===== src/rtl/data_c_pipe_intc_s2m.sv =====
// ---------------------------------------------------------------------------
// data_c_pipe_intc_s2m
//
// Single-source to multi-sink frame router. It takes the merged stream from
// the upstream many-to-one interconnect and steers each whole frame to one of
// NUM sink ports, using the destination index sampled on the frame's first
// beat. Frames whose destination is out of range are drained and counted.
//
// The output side is a two-entry buffer (out register + skid register), so
// that m_valid/m_data/m_last and s_ready all come straight from flops. This
// sustains one beat per cycle while the target sink holds m_ready high.
//
// Ports:
//   clock     rising-edge clock
//   rst       synchronous, active-high reset
//   s_data    upstream beat data
//   s_valid   upstream beat valid
//   s_last    final beat of the upstream frame
//   s_addr    destination index, used only on the first beat of a frame
//   s_ready   upstream ready (registered)
//   m_data    beat data, broadcast to every sink
//   m_last    final-beat flag, broadcast to every sink
//   m_valid   one-hot valid, bit i addresses sink i
//   m_ready   per-sink ready
//   drop_err  one-cycle pulse when a frame with an illegal index is opened
//   drop_cnt  saturating count of dropped frames
// ---------------------------------------------------------------------------
module data_c_pipe_intc_s2m #(
  parameter int NUM   = 4,
  parameter int DSIZE = 32,
  parameter int NSIZE = (NUM <= 2) ? 1 : $clog2(NUM)
) (
  input  logic             clock,
  input  logic             rst,
  input  logic [DSIZE-1:0] s_data,
  input  logic             s_valid,
  input  logic             s_last,
  input  logic [NSIZE-1:0] s_addr,
  output logic             s_ready,
  output logic [DSIZE-1:0] m_data,
  output logic             m_last,
  output logic [NUM-1:0]   m_valid,
  input  logic [NUM-1:0]   m_ready,
  output logic             drop_err,
  output logic [15:0]      drop_cnt
);

  localparam int unsigned NUM_U = NUM;

  typedef enum logic [1:0] {
    IDLE = 2'd0,
    LOCK = 2'd1,
    DROP = 2'd2
  } route_state_t;

  route_state_t     state_q;
  route_state_t     state_d;
  logic [NSIZE-1:0] route_q;
  logic [NSIZE-1:0] route_d;

  // Beat currently presented upstream, and what the route FSM decided for it
  logic             accept;
  logic             addr_ok;
  logic             push;
  logic [NSIZE-1:0] push_route;
  logic             drop_open;

  // Output entry: drives the sink side directly
  logic [DSIZE-1:0] out_data;
  logic             out_last;
  logic [NSIZE-1:0] out_route;
  logic             out_vld;

  // Skid entry: catches the beat accepted while the out entry was stalled
  logic [DSIZE-1:0] skid_data;
  logic             skid_last;
  logic [NSIZE-1:0] skid_route;
  logic             skid_vld;

  // Buffer control decisions for this cycle
  logic             pop;
  logic             load_out_in;
  logic             load_out_skid;
  logic             load_skid;
  logic             out_vld_d;
  logic             skid_vld_d;

  assign accept  = s_valid && s_ready;
  assign addr_ok = 32'(s_addr) < NUM_U;

  assign m_data  = out_data;
  assign m_last  = out_last;

  // One-hot sink valid decoded purely from the out register, so it never
  // depends on m_ready.
  always_comb begin
    m_valid = '0;
    if (out_vld) begin
      for (int i = 0; i < NUM; i++) begin
        if (out_route == NSIZE'(i)) begin
          m_valid[i] = 1'b1;
        end
      end
    end
  end

  // m_valid is one-hot, so the pop is simply "the addressed sink is ready".
  assign pop = |(m_valid & m_ready);

  // Route FSM state register. The locked route only matters in LOCK.
  always_ff @(posedge clock) begin
    if (rst) begin
      state_q <= IDLE;
      route_q <= '0;
    end else begin
      state_q <= state_d;
      route_q <= route_d;
    end
  end

  // Route FSM next state. The first beat of a frame either opens a route or
  // opens a drop; a single-beat frame (s_last on the first beat) is handled
  // completely in IDLE and never leaves it.
  always_comb begin
    state_d    = state_q;
    route_d    = route_q;
    push       = 1'b0;
    push_route = route_q;
    drop_open  = 1'b0;
    case (state_q)
      IDLE: begin
        if (accept) begin
          if (addr_ok) begin
            push       = 1'b1;
            push_route = s_addr;
            route_d    = s_addr;
            state_d    = s_last ? IDLE : LOCK;
          end else begin
            drop_open  = 1'b1;
            state_d    = s_last ? IDLE : DROP;
          end
        end
      end
      LOCK: begin
        if (accept) begin
          push       = 1'b1;
          push_route = route_q;
          if (s_last) begin
            state_d = IDLE;
          end
        end
      end
      DROP: begin
        if (accept && s_last) begin
          state_d = IDLE;
        end
      end
      default: begin
        state_d = IDLE;
      end
    endcase
  end

  // Buffer steering. A new beat goes straight to the out entry whenever that
  // entry is free or leaving this cycle; otherwise it parks in the skid.
  // While the skid is full s_ready is low, so a push and a skid refill cannot
  // normally coincide; the push is still kept rather than lost if they did.
  always_comb begin
    load_out_in   = 1'b0;
    load_out_skid = 1'b0;
    load_skid     = 1'b0;
    out_vld_d     = out_vld;
    skid_vld_d    = skid_vld;
    if (pop && skid_vld) begin
      load_out_skid = 1'b1;
      out_vld_d     = 1'b1;
      skid_vld_d    = push;
      load_skid     = push;
    end else if (pop || !out_vld) begin
      load_out_in   = push;
      out_vld_d     = push;
    end else if (push) begin
      load_skid     = 1'b1;
      skid_vld_d    = 1'b1;
    end
  end

  // Buffer registers and the registered upstream ready. s_ready reflects
  // whether the skid will be free next cycle.
  always_ff @(posedge clock) begin
    if (rst) begin
      out_data   <= '0;
      out_last   <= 1'b0;
      out_route  <= '0;
      out_vld    <= 1'b0;
      skid_data  <= '0;
      skid_last  <= 1'b0;
      skid_route <= '0;
      skid_vld   <= 1'b0;
      s_ready    <= 1'b0;
    end else begin
      out_vld  <= out_vld_d;
      skid_vld <= skid_vld_d;
      s_ready  <= !skid_vld_d;
      if (load_out_skid) begin
        out_data  <= skid_data;
        out_last  <= skid_last;
        out_route <= skid_route;
      end else if (load_out_in) begin
        out_data  <= s_data;
        out_last  <= s_last;
        out_route <= push_route;
      end
      if (load_skid) begin
        skid_data  <= s_data;
        skid_last  <= s_last;
        skid_route <= push_route;
      end
    end
  end

  // Drop reporting: one pulse per illegal frame, counter sticks at all-ones.
  always_ff @(posedge clock) begin
    if (rst) begin
      drop_err <= 1'b0;
      drop_cnt <= '0;
    end else begin
      drop_err <= drop_open;
      if (drop_open && (drop_cnt != 16'hFFFF)) begin
        drop_cnt <= drop_cnt + 16'd1;
      end
    end
  end

endmodule


===== config.mk =====
export PLATFORM = sky130hd
export DESIGN_NAME = data_c_pipe_intc_s2m
export DESIGN_NICKNAME = d
export VERILOG_FILES = /design/src/rtl/data_c_pipe_intc_s2m.sv
export SDC_FILE = /design/constraint.sdc
export NUM_CORES = 1
export LEC_CHECK = 0
export ABC_AREA = 1
export BUFFER_PORTS_ARGS = -buffer_cell sky130_fd_sc_hd__clkbuf_2
export CAP_MARGIN = 5
export CELL_PAD_IN_SITES_DETAIL_PLACEMENT = 0
export CELL_PAD_IN_SITES_GLOBAL_PLACEMENT = 2
export CORE_MARGIN = 5
export CORE_UTILIZATION = 27
export DETAILED_ROUTE_END_ITERATION = 8
export GPL_TIMING_DRIVEN = 1
export PLACE_DENSITY = 0.89
export SLEW_MARGIN = 20
export SYNTH_ARGS = -nofsm -noshare
export SYNTH_HDL_FRONTEND = slang
export SYNTH_SLANG_ARGS = --single-unit

===== constraint.sdc =====
create_clock -name clock -period 2.1 [get_ports clock]
set_input_delay 0.42 -clock clock [delete_from_list [all_inputs] [get_ports clock]]
set_output_delay 0.42 -clock clock [all_outputs]
set_load 0.02 [all_outputs]

==> key figures, run 1 <==
STA
  • Clk_skew: 0.00438 ns
  • Final count of negative-setup-slack endpoints: 0
  • Max-Slew Margin vs Limit: 0.659
  • Setup TNS: 0 ns
  • Fmax: 534 MHz
  • RSZ-0062 raised after global routing: no
  • Fin. Hold Viols: 0
  • Max Transition Viols Final: 0
  • Post-layout minimum cycle time: 1.87 ns
  • Slew at the pin with the worst max-slew slack: 0.511 ns
  • Post-route clock period utilization: 0.892

Worst setup path
  • Worst setup SP type: flip-flop
  • Critical path class: reg2reg
  • Critical path required time: 2.33 ns
  • CP Data Arrival Time: 2.10 ns
  • Kind of end point of the critical path: flip-flop
  • Crit-path max FO: 20

Pwr
  • Sw power: 0.964 mW
  • Cell internal pwr: 2.54 mW
  • Worst vdd ir: 0.341 mV
  • Sw Share: 0.275
  • Sequential cell fraction of total power: 0.452
  • P_leak: 2.52 nW
  • Combinational share of power: 0.160
  • PwrDens: 755 nW/um^2
  • Clock Power Share: 0.388

Floorplanning
  • Initial Utilization: 0.276
  • Die ar.: 16700 um^2
  • FP Rows: 43
  • DIE WIDTH: 129 um
  • Boundary Pins: 97
  • Die extent in y: 129 um
  • Core Region: 13900 um^2

Cells and area
  • N_diodes: 0
  • Final nets: 739
  • Fill count: 1586
  • Final Instance Area: 4640 um^2
  • Layout area overhead: 20.7%
  • Footprint of the multi-input gates: 1840 um^2
  • Sequential Area: 1520 um^2
  • Share of layout cells above drive strength 1: 0.170

Clock tree
  • Clk buf depth: 2
  • CTS clk-pin slew, worst paths: 0.05 ns
  • Root Buffer Master: clkbuf_16
  • Number of CTS-inserted buffers: 9
  • CTS sink cnt: 76
  • H-tree depth: 3
  • CTS tree: built
  • # hold bufs at CTS: 0
  • Later-pin clock latency in the skew report: 0.34 ns

Outcome
  • Status: completed

Detailed routing
  • Total wire length: 10200 um
  • First-pass detailed-route iteration total: 4
  • Drt wl/cell: 11.7 um
  • Routed Antenna Nets: 0
  • DRC errors left: 0
  • Vias per cell: 4.15
  • Via count: 3643
  • 1st-iter DRT viols: 198

Yosys
  • Share of the synthesized area in the top cell type: 0.396
  • Distinct cell type count after synthesis: 21
  • Yosys top cell by area: dfxtp_1
  • Syn_area_per_cell: 6.14 um^2
  • Synth Instances: 626
  • Synth area leaders: dfxtp_1 40%, nand2_1 18%, nor2_1 14%, nand3_1 9.4%, inv_1 6.9%
  • FF+latch count, synth: 76
  • Synth Warn #: 0
  • Synth Cell Area: 3840 um^2
  • Post-synthesis sequential area ratio: 0.396

Global routing
  • Largest net degree at the start of global routing: 43
  • Vias in the first global route: 3464
  • Global route total overflow: 0
  • GR Util met3: 0.0437
  • Met2 Use GR: 0.216
  • Busiest grt layer: met2
  • Total track usage: 0.125
  • First-pass GRT wire length: 16600 um
  • Met1 Use GR: 0.144
  • Initial antenna violation count: 0

Worst hold path
  • Hold Crit Class: in2reg

Placed design
  • Routability cong.: 0.720
  • DP HPWL: 6890 um
  • # port buffers: 79
  • Placed Area: 4380 um^2

Run
  • Max Cap Viol: 0
[power groups by stage]
stage	clock [mW]	combinational (mW)	sequential, mW
after floorplan	0	0.349	1.67
after global placement	0	0.560	1.61
after detailed placement	0	0.567	1.61
after CTS	1.42	0.568	1.58
after global routing	1.48	0.644	1.59
final	1.36	0.560	1.58
[state kept, by name (all words and copies together), names as in the netlist, named ones only]
signal,count
m_data,32
m_last,1
out_route,2
out_vld,1
route_q,2
s_ready,1
skid_data,32
skid_last,1
skid_route,2
state_q,1
[critical path, cell delays in order, from the launching register on]
cell and delay, ns:
dfxtp_1 0.43, inv_2 0.08, nand4_1 0.09, nand2_1 0.14, nor2_4 0.30, nand2_2 0.14
nand2_2 0.13, nand2_2 0.06, buf_4 0.22, nor2_1 0.11, nor2_1 0.06
[worst paths after layout]
path,from,endpoint,slack [ns],cells past startpoint
worst max register to register,out_route[1]$_SDFFE_PP0P_,skid_data[19]$_SDFFE_PP0P_,0.23,10
worst max-delay path,out_route[1]$_SDFFE_PP0P_,skid_data[19]$_SDFFE_PP0P_,0.23,10
worst min-delay path,s_last,state_q[0]$_SDFFE_PP0P_,0.31,2
worst min register to register,skid_route[0]$_SDFFE_PP0P_,skid_route[0]$_SDFFE_PP0P_,0.50,2
[synth_stat cells]
cell and number:
a21oi_1 2, buf_1 4, buf_2 18, buf_4 19, clkbuf_1 9, conb_1 1, dfxtp_1 76, inv_1 71
inv_2 4, nand2_1 180, nand2_2 6, nand3_1 72, nand3_2 1, nand4_1 4, nor2_1 145, nor2_2 1
nor2_4 1, nor3_1 4, o21ai_0 5, o21ai_4 1, o21bai_1 2
[layout make-up]
| type | count | area share |
|---|---|---|
| Inverter | 75 | 0.0606 |
| Multi-Input combinational cell | 442 | 0.397 |
| Sequential cell | 76 | 0.328 |
| Timing Repair Buffer | 93 | 0.113 |
| Clock buffer | 12 | 0.0531 |
| Tap cell | 180 | 0.0485 |
[placed cells by master, fill, tap and decap left out, types with 3 or more instances in the layout]
| cell type | Yosys | routed |
|---|---|---|
| buf_4 | 19 | 12 |
| clkbuf_16 | 0 | 9 |
| clkbuf_2 | 0 | 79 |
| conb_1 | 1 | 17 |
| dfxtp_1 | 76 | 76 |
| inv_1 | 71 | 71 |
| inv_2 | 4 | 4 |
| nand2_1 | 180 | 180 |
| nand2_2 | 6 | 6 |
| nand3_1 | 72 | 71 |
| nand4_1 | 4 | 4 |
| nor2_1 | 145 | 145 |
| nor2_4 | 1 | 3 |
| nor3_1 | 4 | 4 |
| o21ai_0 | 5 | 5 |
[metrics by stage]
step | util | setup WS [ns] | hold slack [ns] | power (mW) | instances
after global routing | 0.333 | 0.0304 | 0.301 | 3.72 | 878
after global placement | 0.315 | 0.138 | 0.476 | 2.17 | 865
after floorplan | - | 0.596 | 0.455 | 2.02 | 642
after detailed placement | 0.315 | 0.0861 | 0.487 | 2.18 | 865
after CTS | 0.332 | 0.144 | 0.285 | 3.57 | 877
final | 0.333 | 0.228 | 0.306 | 3.50 | 878
[per-layer routing]
| layer | share of wire | vias up | wire length [um] |
|---|---|---|---|
| met4 | 0.015 | 0 | 157 |
| met2 | 0.48 | 77 | 4890 |
| met5 | 0 | - | 0 |
| met3 | 0.066 | 12 | 676 |
| met1 | 0.44 | 1568 | 4510 |
| li1 | - | 1986 | - |
[cell families (layout without fill, tap and decap cells)]
group	count (synthesis)	in the layout	share of synthesized area
AND/OR/NAND/NOR	414	415	0.440
other	1	17	0.000975
AO/OA/AOI/OAI	10	10	0.0172
flip-flops	76	76	0.396
buffers and inverters	125	180	0.146
[repair_timing]
item / in CTS / in global routing
endpoints found under the setup margin: 0 / 31
resized for setup: 0 / 1
buffers inserted: 0 / 0
Power figures use the tool's default switching activity.
==> run 2, diff against run 1 <==
--- a/config.mk
+++ b/config.mk
@@ -6,15 +6,15 @@
 export NUM_CORES = 1
 export LEC_CHECK = 0
 export ABC_AREA = 1
-export BUFFER_PORTS_ARGS = -buffer_cell sky130_fd_sc_hd__clkbuf_2
 export CAP_MARGIN = 5
 export CELL_PAD_IN_SITES_DETAIL_PLACEMENT = 0
 export CELL_PAD_IN_SITES_GLOBAL_PLACEMENT = 2
 export CORE_MARGIN = 5
-export CORE_UTILIZATION = 27
+export CORE_UTILIZATION = 32
 export DETAILED_ROUTE_END_ITERATION = 8
+export DONT_BUFFER_PORTS = 1
 export GPL_TIMING_DRIVEN = 1
-export PLACE_DENSITY = 0.89
+export PLACE_DENSITY = 0.88
 export SLEW_MARGIN = 20
 export SYNTH_ARGS = -nofsm -noshare
 export SYNTH_HDL_FRONTEND = slang
==> constraint.sdc (replaced) <==
create_clock -name clock -period 1.8 [get_ports clock]
set_input_delay 0.36 -clock clock [delete_from_list [all_inputs] [get_ports clock]]
set_output_delay 0.36 -clock clock [all_outputs]
set_load 0.02 [all_outputs]
==> run 2 against run 1 <==
Flip-flop and latch count is the same. First-iteration DRC count shrank 7.1%. Non-clock buffer count shrank 61. Clock skew grew 0.0029 ns. Final area shrank 5.0%. Count of clock-buffer cells in the layout shrank 1. Worst hold slack lost 0.21 ns. Wire length is essentially flat. Cell count shrank 10%. Worst setup slack lost 0.059 ns. Core utilization grew 3.7 points. Largest cell class unchanged.
==> key figures, run 2 (same netlist as run 1, synthesis figures left out) <==
Detailed routing
  • Vias per cell: 4.37 (+5.3%)
  • Total wire length: 10200 um (about the same)
  • DRC errors left: 0 (unchanged)
  • Routed Antenna Nets: 0 (unchanged)
  • First-pass detailed-route iteration total: 4 (unchanged)
  • 1st-iter DRT viols: 184 (-7.1%)
  • Via count: 3442 (-5.5%)
  • Drt wl/cell: 13.0 um (+11%)

Floorplanning
  • Initial Utilization: 0.323 (+0.0469)
  • DIE WIDTH: 120 um (-7.5%)
  • Boundary Pins: 97 (unchanged)
  • Core Region: 11900 um^2 (-15%)
  • Die extent in y: 120 um (-7.5%)
  • FP Rows: 40 (-7.0%)
  • Die ar.: 14300 um^2 (-14%)

Worst setup path
  • Worst Setup SP: out_route[1]$_SDFFE_PP0P_
  • Critical path required time: 2.02 ns (-0.31 ns)
  • Kind of end point of the critical path: flip-flop
  • Reg2Reg Setup Slack: 0.17 ns (-0.06 ns)
  • Reg2reg end: skid_data[1]$_SDFFE_PP0P_
  • CP endpoint: skid_data[1]$_SDFFE_PP0P_
  • R2R cell count: 11 (+1)
  • Critical path class: reg2reg
  • Worst setup SP type: flip-flop
  • Crit-path max FO: 24 (+20%)
  • CP Data Arrival Time: 1.85 ns (-0.25 ns)
  • Worst reg2reg path startpoint: out_route[1]$_SDFFE_PP0P_

Clock tree
  • # hold bufs at CTS: 0 (unchanged)
  • CTS tree: built
  • Later-pin clock latency in the skew report: 0.33 ns (about the same)
  • H-tree depth: 3 (unchanged)
  • CTS clk-pin slew, worst paths: 0.06 ns (about the same)
  • Number of CTS-inserted buffers: 9 (unchanged)
  • Clk buf depth: 2 (unchanged)
  • CTS sink cnt: 76 (unchanged)
  • Root Buffer Master: clkbuf_16

Cells and area
  • Layout area overhead: 14.6%
  • Most frequent cells in the layout: 179 x nand2_1, 145 x nor2_1, 73 x dfxtp_1
  • N_diodes: 0 (unchanged)
  • Final nets: 678 (-8.3%)
  • Fin cells: 788 (-10%)
  • Commonest non-fill, non-tap cell in the layout: nand2_1
  • Share of layout cells above drive strength 1: 0.105 (-0.0660)
  • Final Instance Area: 4410 um^2 (-5.0%)

Placed design
  • Dpl cells: 766 (-11%)
  • DP HPWL: 6650 um (-3.4%)
  • # port buffers: 0 (-100%)
  • Pre-CTS setup slack: -0.114 ns (-0.201 ns)
  • Placed Area: 4060 um^2 (-7.4%)
  • Routability cong.: 0.726 (+0.78%)

STA
  • Fmax: 613 MHz (+15%)
  • Fin. Hold Viols: 0 (unchanged)
  • Clk_skew: 0.00725 ns (+0.00287 ns)
  • Final count of negative-setup-slack endpoints: 0 (unchanged)
  • Post-route clock period utilization: 0.906 (+0.0145)
  • Setup slack after layout: 0.169 ns (-0.0587 ns)
  • RSZ-0062 raised after global routing: no
  • Max Transition Viols Final: 0 (unchanged)
  • Post-layout minimum cycle time: 1.63 ns (-0.241 ns)

Global routing
  • Largest net degree at the start of global routing: 41 (-4.7%)
  • Total track usage: 0.145 (+0.0200)
  • Met2 Use GR: 0.236 (+0.0197)
  • Met1 Use GR: 0.182 (+0.0376)
  • Vias in the first global route: 3187 (-8.0%)
  • First-pass GRT wire length: 16600 um (about the same)
  • Busiest grt layer: met2
  • GR Util met3: 0.0419 (-0.00175)
  • Global route total overflow: 0 (unchanged)
  • Initial antenna violation count: 0 (unchanged)

Worst hold path
  • Hold path start: rst
  • Hold Crit Class: in2reg

Pwr
  • Worst vdd ir: 0.353 mV (+3.5%)
  • P_leak: 2.29 nW (-9.1%)
  • PwrDens: 925 nW/um^2 (+23%)

Outcome
  • Status: completed

Run
  • Max Cap Viol: 0 (unchanged)
-- run 2: changes by cell type in the layout (fill, tap and decap cells not counted), sizes merged --
cell / previous run / this run
buf: 14 / 32
clkbuf: 91 / 11
clkinv: 0 / 4
clkinvlp: 0 / 1
-- run 2: timing repair --
action,in CTS,in global routing
gates resized for setup,2,3
pin swaps,1,2
cloned,1,0
endpoints found under the hold margin,0,0
setup buffers,2,3
endpoints found under the setup margin,35,58
-- run 2: worst min-delay path by stage --
stage / to / depth (start not counted)
finish: flip-flop / 1
global route: flip-flop / 1
global placement: flip-flop / 1
detailed placement: flip-flop / 1
CTS: flip-flop / 1
floorplan: flip-flop / 1
-- run 2: worst max-delay path, stage by stage (launching register included) --
cell     delay, ns
dfxtp_2       0.37
nor2_1        0.05
nand3_1       0.10
nand2_2       0.10
nor2_4        0.13
buf_4         0.15
nand2_2       0.08
nand2_2       0.11
nand2_2       0.09
buf_12        0.17
nor2_1        0.10
nor2_1        0.05
-- run 2: power breakdown --
| part | leakage, nW | internal, mW | switching [mW] |
|---|---|---|---|
| logic | 1.53 | 0.196 | 0.305 |
| registers | 0.622 | 1.79 | 0.142 |
| clock network | 0.135 | 0.961 | 0.682 |
-- run 2: layout make-up --
cell class,count,area (um^2)
Fill cell,1299,7500
Multi-Input combinational cell,442,1840
Sequential cell,76,1530
Timing Repair Buffer,32,303
Inverter,75,282
Clock buffer,11,243
Tap cell,147,184
Clock inverter,5,27.5
-- run 2: through the flow --
stage	utilization	hold slack [ns]	power (mW)	setup TNS, ns
2_1_floorplan	-	0.429	2.36	0
3_3_place_gp	0.341	0.433	2.46	-1.11
3_5_place_dp	0.341	0.432	2.47	-2.87
4_1_cts	0.366	0.0757	4.15	0
5_1_grt	0.370	0.0802	4.32	0
6_report	0.370	0.0952	4.08	0
-- run 2: layer usage --
layer,up-vias,wire length (um),share of wire
met1,1489,4560,0.45
met2,77,4830,0.47
met4,0,142,0.014
met5,-,0,0
met3,12,704,0.069
li1,1864,-,-
==> run 3, diff against run 2 <==
--- a/config.mk
+++ b/config.mk
@@ -13,7 +13,7 @@
 export CORE_UTILIZATION = 32
 export DETAILED_ROUTE_END_ITERATION = 8
 export DONT_BUFFER_PORTS = 1
-export GPL_TIMING_DRIVEN = 1
+export GPL_TIMING_DRIVEN = 0
 export PLACE_DENSITY = 0.88
 export SLEW_MARGIN = 20
 export SYNTH_ARGS = -nofsm -noshare
==> constraint.sdc (replaced) <==
create_clock -name clock -period 1.6 [get_ports clock]
set_input_delay 0.32 -clock clock [delete_from_list [all_inputs] [get_ports clock]]
set_output_delay 0.32 -clock clock [all_outputs]
set_load 0.02 [all_outputs]
==> run 3 against run 2 <==
The flow now finishes with violations (negative setup slack). Combinational power grew 33%. Wire length grew 10%. Fmax decreased by 3.6%. Final area up 14%. Critical path type unchanged. Critical endpoint is now skid_data[10]$_SDFFE_PP0P_. Largest cell class unchanged. Largest power group unchanged. Highest routed layer unchanged.
==> key figures, run 3 (same netlist as run 1, synthesis figures left out) <==
Global routing
  • Largest net degree at the start of global routing: 12 (-71%)
  • Total track usage: 0.155 (+0.00943)
  • First-pass GRT wire length: 17500 um (+5.9%)
  • Vias in the first global route: 3392 (+6.4%)
  • Initial antenna violation count: 0 (unchanged)
  • Global route total overflow: 0 (unchanged)

Cells and area
  • Sequential Area: 1530 um^2 (+0.49%)
  • Final nets: 715 (+5.5%)
  • Layout area overhead: 30.6%
  • Footprint of the multi-input gates: 2010 um^2 (+9.2%)
  • Most frequent cells in the layout: 174 x nand2_1, 127 x nor2_1, 73 x dfxtp_1
  • Share of layout cells above drive strength 1: 0.178 (+0.0739)
  • Final Instance Area: 5020 um^2 (+14%)
  • Commonest non-fill, non-tap cell in the layout: nand2_1
  • Fill count: 1307 (+0.62%)
  • N_diodes: 0 (unchanged)

STA
  • RSZ-0062 raised after global routing: yes
  • Fin. Hold Viols: 0 (unchanged)
  • Max-Slew Margin vs Limit: 0.557
  • Fmax: 591 MHz (-3.6%)
  • Setup slack after layout: -0.0911 ns (-0.260 ns)
  • Post-layout minimum cycle time: 1.69 ns (+0.0602 ns)
  • Post-route clock period utilization: 1.06 (+0.151)
  • Max Transition Viols Final: 0 (unchanged)
  • Slew at the pin with the worst max-slew slack: 0.659 ns
  • Final count of negative-setup-slack endpoints: 53 (+53)
  • Clk_skew: 0.00542 ns (-0.00183 ns)

Clock tree
  • # hold bufs at CTS: 0 (unchanged)
  • CTS tree: built
  • Root Buffer Master: clkbuf_16
  • CTS sink cnt: 76 (unchanged)
  • CTS clk-pin slew, worst paths: 0.06 ns (about the same)
  • H-tree depth: 3 (unchanged)
  • Later-pin clock latency in the skew report: 0.33 ns (about the same)
  • Clk buf depth: 2 (unchanged)
  • Number of CTS-inserted buffers: 9 (unchanged)

Pwr
  • PwrDens: 974 nW/um^2 (+5.3%)
  • Worst vdd ir: 0.394 mV (+12%)
  • P_leak: 2.56 nW (+12%)

Detailed routing
  • First-pass detailed-route iteration total: 4 (unchanged)
  • Drt wl/cell: 13.7 um (+5.3%)
  • Via count: 3681 (+6.9%)
  • Routed Antenna Nets: 0 (unchanged)
  • Total wire length: 11300 um (+10%)
  • DRC errors left: 0 (unchanged)
  • 1st-iter DRT viols: 164 (-11%)
  • Vias per cell: 4.46 (+2.1%)

Worst setup path
  • Worst setup SP type: flip-flop
  • Crit-path max FO: 6 (-75%)
  • Kind of end point of the critical path: flip-flop
  • R2R cell count: 10 (-1)
  • Critical path class: reg2reg
  • Critical path required time: 1.83 ns (-0.19 ns)
  • CP Data Arrival Time: 1.92 ns (+0.07 ns)

Floorplanning
  • Core Region: 11900 um^2 (unchanged)
  • FP Rows: 40 (unchanged)
  • DIE WIDTH: 120 um (unchanged)
  • Boundary Pins: 97 (unchanged)
  • Initial Utilization: 0.323 (unchanged)
  • Die ar.: 14300 um^2 (unchanged)
  • Die extent in y: 120 um (unchanged)

Outcome
  • Status: complete, but fails checks
  • Failing checks: negative setup slack

Placed design
  • Placed Area: 4090 um^2 (+0.77%)
  • DP HPWL: 7540 um (+13%)
  • # port buffers: 0 (unchanged)
  • Pre-CTS setup slack: -0.299 ns (-0.185 ns)
  • Routability cong.: 0.765 (+5.4%)

Worst hold path
  • Number of stages on the worst hold path: 1 (unchanged)
  • Hold Crit Class: in2reg

Run
  • Max Cap Viol: 0 (unchanged)
-- run 3: cell count changes in the layout (fill, tap and decap cells not counted), sizes merged --
cell	delta
buf	+26
bufinv	+1
clkbuf	+15
clkinv	-3
clkinvlp	-1
inv	-1
nand2	+1
nor2	-1
-- run 3: worst paths after layout --
path | from | end | slack, ns
worst max-delay path | out_route[0]$_SDFFE_PP0P_ | skid_data[10]$_SDFFE_PP0P_ | -0.09
worst min-delay path | rst | flip-flop | 0.06
worst max register to register | out_route[0]$_SDFFE_PP0P_ | skid_data[10]$_SDFFE_PP0P_ | -0.09
worst min register to register | skid_route[1]$_SDFFE_PP0P_ | skid_route[1]$_SDFFE_PP0P_ | 0.49
-- run 3: worst max-delay path: stages (launching register included) --
cell	delay, ns
dfxtp_4	0.39
inv_4	0.04
nand4_1	0.10
nand2_2	0.11
nor2_4	0.25
nand2_4	0.12
nand2_4	0.14
nand2_8	0.10
clkbuf_16	0.18
nor2_1	0.09
nor2_1	0.05
-- run 3: layer usage --
layer	global-route usage	up-vias	wire, um
li1	-	1942	-
met1	0.184	1641	4820
met2	0.262	85	5440
met3	0.0419	13	829
met4	0.0651	0	193
met5	0	-	0
-- run 3: power breakdown --
group	leakage, nW	internal (mW)	total [mW]	switching, mW
clock network	0.144	1.30	2.04	0.748
logic	1.79	0.280	0.669	0.389
registers	0.623	2.01	2.18	0.166
total	2.56	3.59	4.89	1.30
-- run 3: timing repair --
action / CTS / global route
endpoints found under the setup margin: 71 / 72
buffers inserted: 11 / 5
endpoints found under the hold margin: 0 / 0
gates resized for setup: 63 / 60
cloned: 2 / 4
pin swaps: 10 / 14
-- run 3: through the flow --
step	hold WS [ns]	setup TNS [ns]	instances	util	total power, mW
floorplan	0.389	0	642	-	2.65
global placement	0.393	-14.63	789	0.343	2.76
detailed placement	0.393	-14.69	789	0.343	2.77
CTS	0.0398	-1.88	816	0.395	4.90
global route	0.0475	-9.67	825	0.422	5.13
finish	0.0567	-2.63	825	0.422	4.89
-- run 3: final cells by class --
cell class | count | area share
multi-input combinational | 442 | 0.401
sequential | 76 | 0.305
buffer | 48 | 0.0899
inverter | 75 | 0.0580
clock buffer | 15 | 0.0533
timing repair buffer | 21 | 0.0498
tap | 147 | 0.0366
clock inverter | 1 | 0.00598
